--- src/rtl/cordic_sweep_ctrl.sv ---
// Angle sweep sequencer for a free-running cordic core.
// Issues an angle, waits for the pipeline, captures sin/cos, dwells, steps.
module cordic_sweep_ctrl #(
   parameter int FPSHIFT = 8,
   parameter int LATENCY = 16,
   parameter int DWELL   = 2097152,
   parameter int STEP    = 256,
   parameter int START   = 69632
) (
   input  logic               clk,
   input  logic               rst,
   input  logic               run,
   input  logic               step,
   input  logic signed [31:0] cos_in,
   input  logic signed [31:0] sin_in,
   output logic signed [31:0] angle_out,
   output logic signed [31:0] cos_out,
   output logic signed [31:0] sin_out,
   output logic               result_valid,
   output logic               busy,
   output logic [15:0]        sample_count
);

   localparam int          FULL_I = 360 << FPSHIFT;
   localparam logic [32:0] FULL   = 33'(FULL_I);
   localparam logic [32:0] STEP33 = 33'(STEP);
   localparam logic [31:0] LAT    = 32'(LATENCY);
   localparam logic [31:0] DWL    = 32'(DWELL);
   localparam logic [31:0] ST     = 32'(START);

   typedef enum logic [1:0] {
      S_IDLE,
      S_SETTLE,
      S_CAPTURE,
      S_DWELL
   } state_e;

   state_e      state_q, state_d;
   logic [31:0] cnt_q, cnt_d;
   logic        oneshot_q, oneshot_d;
   logic [31:0] angle_q, angle_d;
   logic [31:0] cos_q, cos_d;
   logic [31:0] sin_q, sin_d;
   logic [15:0] count_q, count_d;
   logic        valid_q, valid_d;
   logic [32:0] sum;
   logic [31:0] angle_nx;
   logic        cnt_last;

   assign cnt_last = (cnt_q <= 32'd1);

   // Wrap back into [0, 360 deg) using a carry-safe 33-bit sum
   always_comb begin
      sum      = {1'b0, angle_q} + STEP33;
      angle_nx = sum[31:0];
      if (sum >= FULL) begin
         angle_nx = 32'(sum - FULL);
      end
   end

   // State register
   always_ff @(posedge clk or posedge rst) begin
      if (rst) begin
         state_q <= S_IDLE;
      end else begin
         state_q <= state_d;
      end
   end

   // Next-state logic
   always_comb begin
      state_d = state_q;
      unique case (state_q)
         S_IDLE: begin
            if (run || step) begin
               state_d = S_SETTLE;
            end
         end
         S_SETTLE: begin
            if (cnt_last) begin
               state_d = S_CAPTURE;
            end
         end
         S_CAPTURE: begin
            state_d = S_DWELL;
         end
         S_DWELL: begin
            if (cnt_last) begin
               state_d = (run && !oneshot_q) ? S_SETTLE : S_IDLE;
            end
         end
         default: begin
            state_d = S_IDLE;
         end
      endcase
   end

   // Output logic
   always_comb begin
      busy = (state_q != S_IDLE);
   end

   always_comb begin
      cnt_d     = cnt_q;
      oneshot_d = oneshot_q;
      angle_d   = angle_q;
      cos_d     = cos_q;
      sin_d     = sin_q;
      count_d   = count_q;
      valid_d   = 1'b0;
      unique case (state_q)
         S_IDLE: begin
            if (run) begin
               cnt_d = LAT;
            end else if (step) begin
               cnt_d     = LAT;
               oneshot_d = 1'b1;
            end
         end
         S_SETTLE: begin
            cnt_d = cnt_q - 32'd1;
         end
         S_CAPTURE: begin
            cos_d   = cos_in;
            sin_d   = sin_in;
            count_d = count_q + 16'd1;
            valid_d = 1'b1;
            cnt_d   = DWL;
         end
         S_DWELL: begin
            if (cnt_last) begin
               angle_d   = angle_nx;
               oneshot_d = 1'b0;
               cnt_d     = LAT;
            end else begin
               cnt_d = cnt_q - 32'd1;
            end
         end
         default: begin
            cnt_d = 32'd0;
         end
      endcase
   end

   always_ff @(posedge clk or posedge rst) begin
      if (rst) begin
         cnt_q     <= 32'd0;
         oneshot_q <= 1'b0;
         angle_q   <= ST;
         cos_q     <= 32'd0;
         sin_q     <= 32'd0;
         count_q   <= 16'd0;
         valid_q   <= 1'b0;
      end else begin
         cnt_q     <= cnt_d;
         oneshot_q <= oneshot_d;
         angle_q   <= angle_d;
         cos_q     <= cos_d;
         sin_q     <= sin_d;
         count_q   <= count_d;
         valid_q   <= valid_d;
      end
   end

   assign angle_out    = angle_q;
   assign cos_out      = cos_q;
   assign sin_out      = sin_q;
   assign result_valid = valid_q;
   assign sample_count = count_q;

endmodule

--- config.mk ---
export PLATFORM = sky130hd
export DESIGN_NAME = cordic_sweep_ctrl
export DESIGN_NICKNAME = d
export VERILOG_FILES = /design/src/rtl/cordic_sweep_ctrl.sv
export SDC_FILE = /design/constraint.sdc
export NUM_CORES = 1
export LEC_CHECK = 0
export BUFFER_PORTS_ARGS = -buffer_cell sky130_fd_sc_hd__buf_2
export CORE_AREA = 2 2 141 143
export DETAILED_ROUTE_END_ITERATION = 10
export DIE_AREA = 0 0 143 145
export GPL_TIMING_DRIVEN = 1
export PLACE_DENSITY = 0.62
export SYNTH_ARGS = -nofsm -noshare
export SYNTH_HDL_FRONTEND = slang
export SYNTH_SLANG_ARGS = --single-unit
--- constraint.sdc ---
create_clock -name clk -period 4.4 [get_ports clk]
set_clock_uncertainty 0.15 [all_clocks]
set_input_delay 0.22 -clock clk [delete_from_list [all_inputs] [get_ports clk]]
set_output_delay 0.22 -clock clk [all_outputs]
set_load 0.01 [all_outputs]
==> results.json <==
{
  "top_usage_layer": "met2",
  "overflow": 0,
  "ctsHoldBuffers": 65,
  "row_count": 51,
  "cts_sinks": 140,
  "chipHeight_um": 145,
  "grtUsageMet3": 0.0330,
  "synth_enable_flop_cells": 0,
  "synth_top_area_share": 0.456,
  "io_buffers": 173,
  "clk_pin_slew_worst_paths_ns": 0.07,
  "synth_flop_cell": "dfrtp_1",
  "die_w_um": 143,
  "synth-async-reset-ratio": 1.00,
  "dr.pass1.iters": 5,
  "layout_worst_path_cycle_share": 0.884,
  "via_count": 6551,
  "cts_tree": "done",
  "maxCapViolCount": 0,
  "ys_seq_elements": 140,
  "grt_pass1_wl_um": 33100,
  "path_common_cell": "a311oi_1",
  "finish.utilization": 0.514,
  "syn_inst": 744,
  "grt.met2_usage": 0.321,
  "antenna_left": 0,
  "grt.total_usage": 0.198,
  "final.setup.tns_ns": 0,
  "place_ws_ns": 0.569,
  "rsz0062_at_grt": "no",
  "crit_arrival_ns": 4.02,
  "grt_max_degree": 86,
  "yosysMostFrequentCell": "dfrtp_1",
  "antenna_found_initial": 0,
  "gp_congestion": 0.894,
  "diodes": 0,
  "hold_start": "run",
  "syn-mean-instance-area_um2": 10.2,
  "reg2reg_from": "angle_out[8]",
  "ys_warn_count": 0,
  "cts-buffers-inserted": 17,
  "worstSetupPathType": "flop to flop",
  "worstSkewPairLatency_ns": 0.42,
  "syn_area_mm2": 0.00757,
  "grt_pass1_vias": 6518,
  "cp_cell_sequence": "ha_1 -> and4_1 -> a22oi_1 -> a2111oi_4 -> nand4_2 -> or3_1 -> nand3_2 -> a311oi_1 -> a311oi_1 -> o221ai_1",
  "period_needed_ns": 3.89,
  "drt_iter0_drc": 481,
  "max_stage_delay_ns": 0.58,
  "critPathTopFamily": "simple AND/OR/NAND/NOR gates",
  "synth.distinct_cells": 74,
  "yosysTopAreaCell": "dfrtp_1",
  "r2r_slack_ns": 0.51,
  "hold_viol_final": 0,
  "synthTopCellsByCount": "dfrtp_1, nor2_1, mux2_2",
  "route.detailed.drc": 0,
  "setup_violations": 0,
  "path_max_fanout": 11,
  "cts_setup_buffers": 0,
  "drv_slew": 0,
  "post-dp-hpwl_um": 13500,
  "slowest_stage": "or3_1",
  "cts_resized": 0,
  "setup_ws_ns": 0.512,
  "fp.dieArea_mm2": 0.0207,
  "powerDensity_mw_per_mm2": 614,
  "slew_headroom": 0.326,
  "required_ns": 4.53,
  "whs_ns": 0.0249,
  "cp-start-kind": "flop",
  "status": "finished clean",
  "area_delta_synth_final_pct": 30.5,
  "num_io_pins": 182,
  "final_nets": 1047,
  "grtUsageMet1": 0.267,
  "clockRootBuffer": "clkbuf_16",
  "hold_class": "input pin to flop",
  "synth_area_leaders": "dfrtp_1, mux2_2, xnor2_1",
  "peakVddDrop_v": 0.000392,
  "crit_path_start": "angle_out[8]",
  "ys_seq_area_frac": 0.463,
  "start_util": 0.394,
  "clk_path_buf_depth": 2,
  "n_fill_cell": 1732,
  "drive_above_1_share": 0.314,
  "tightest_slew_ns": 1.01,
  "cts_max_level": 4,
  "critPathBufInv": 0,
  "wl_per_cell_um": 16.2,
  "vias_per_cell": 5.25,
  "coreArea_mm2": 0.0192,
  "fmax_mhz": 257,
  "routed_wl_um": 20200,
  "worst_setup_path_end_kind": "flop",
  "p_leak_nw": 4.46
}
==> layout by cell type, fill, tap and decap left out, types with 10 or more instances in the layout <==
cell             n
nand4_1         14
o21ai_0         47
dfrtp_1        138
a31oi_1         10
xor2_1          16
clkbuf_16       17
a21oi_1         15
nor2_1          78
nor4_1          11
xnor2_1         40
nand3_1         25
and3_1          10
dlygate4sd3_1   65
mux2_2          67
inv_1           16
nand2_1         57
buf_2          173
nor3_1          21
==> state kept, by name, summed over array words and instances (netlist names) <==
signal,cells
angle_out,24
cnt_q,32
cos_out,32
oneshot_q,1
result_valid,1
sample_count,16
sin_out,32
state_q,2
==> path summary, 6_finish.rpt <==
| path | endpoint | cells after the start |
|---|---|---|
| min | oneshot_q | 3 |
| min reg2reg | cnt_q[10] | 1 |
| max in group asynchronous | sin_out[17] | 4 |
| max reg2reg | angle_out[26] | 10 |
| max | angle_out[26] | 10 |
| min in group asynchronous | sample_count[11] | 3 |
==> stage by stage <==
stage,std cells,power [W],area [µm²]
2_1_floorplan,751,0.00374,7590
3_3_place_gp,1150,0.00445,8610
3_5_place_dp,1150,0.00451,8610
4_1_cts,1247,0.00610,9880
5_1_grt,1247,0.00650,9880
6_report,1247,0.00606,9880
==> routing by layer <==
| layer | wire length (µm) | vias up |
|---|---|---|
| met5 | 0 | - |
| met4 | 464 | 0 |
| met3 | 755 | 33 |
| met2 | 9950 | 178 |
| met1 | 9070 | 3208 |
| li1 | - | 3132 |
==> power by group <==
part,internal [W],switching (W),total [W],leakage (nW)
clock,0.000872,0.000647,0.00152,0.306
combinational,0.00109,0.00134,0.00243,2.38
sequential,0.00176,0.000355,0.00212,1.77
total,0.00372,0.00234,0.00606,4.46
==> cells by family (layout without fill, tap and decap cells) <==
logic type | count (synthesis) | after routing | share of synthesized area
simple gates | 259 | 259 | 0.175
compound gates | 141 | 141 | 0.130
flops | 140 | 140 | 0.463
mux | 73 | 73 | 0.108
buf+inv | 64 | 295 | 0.0427
xor+xnor | 56 | 56 | 0.0648
fa+ha+maj | 10 | 10 | 0.0165
other cells | 1 | 8 | 0.000495
==> cell type report <==
type,count,area [µm²],share of cell area
multi-input cells,547,3770,0.382
flip-flops and latches,140,3510,0.355
repair buffers,246,1580,0.160
clock buffers,17,425,0.0431
well taps,265,332,0.0336
clock inverters,15,196,0.0199
inverters,17,68.8,0.00697
==> tightest hold or removal path, delay by kind of cell <==
family          cells  cell delay (ns)
compound gates      2             0.20
buf+inv             1             0.13
No activity file was read; power rests on OpenSTA's default activity.
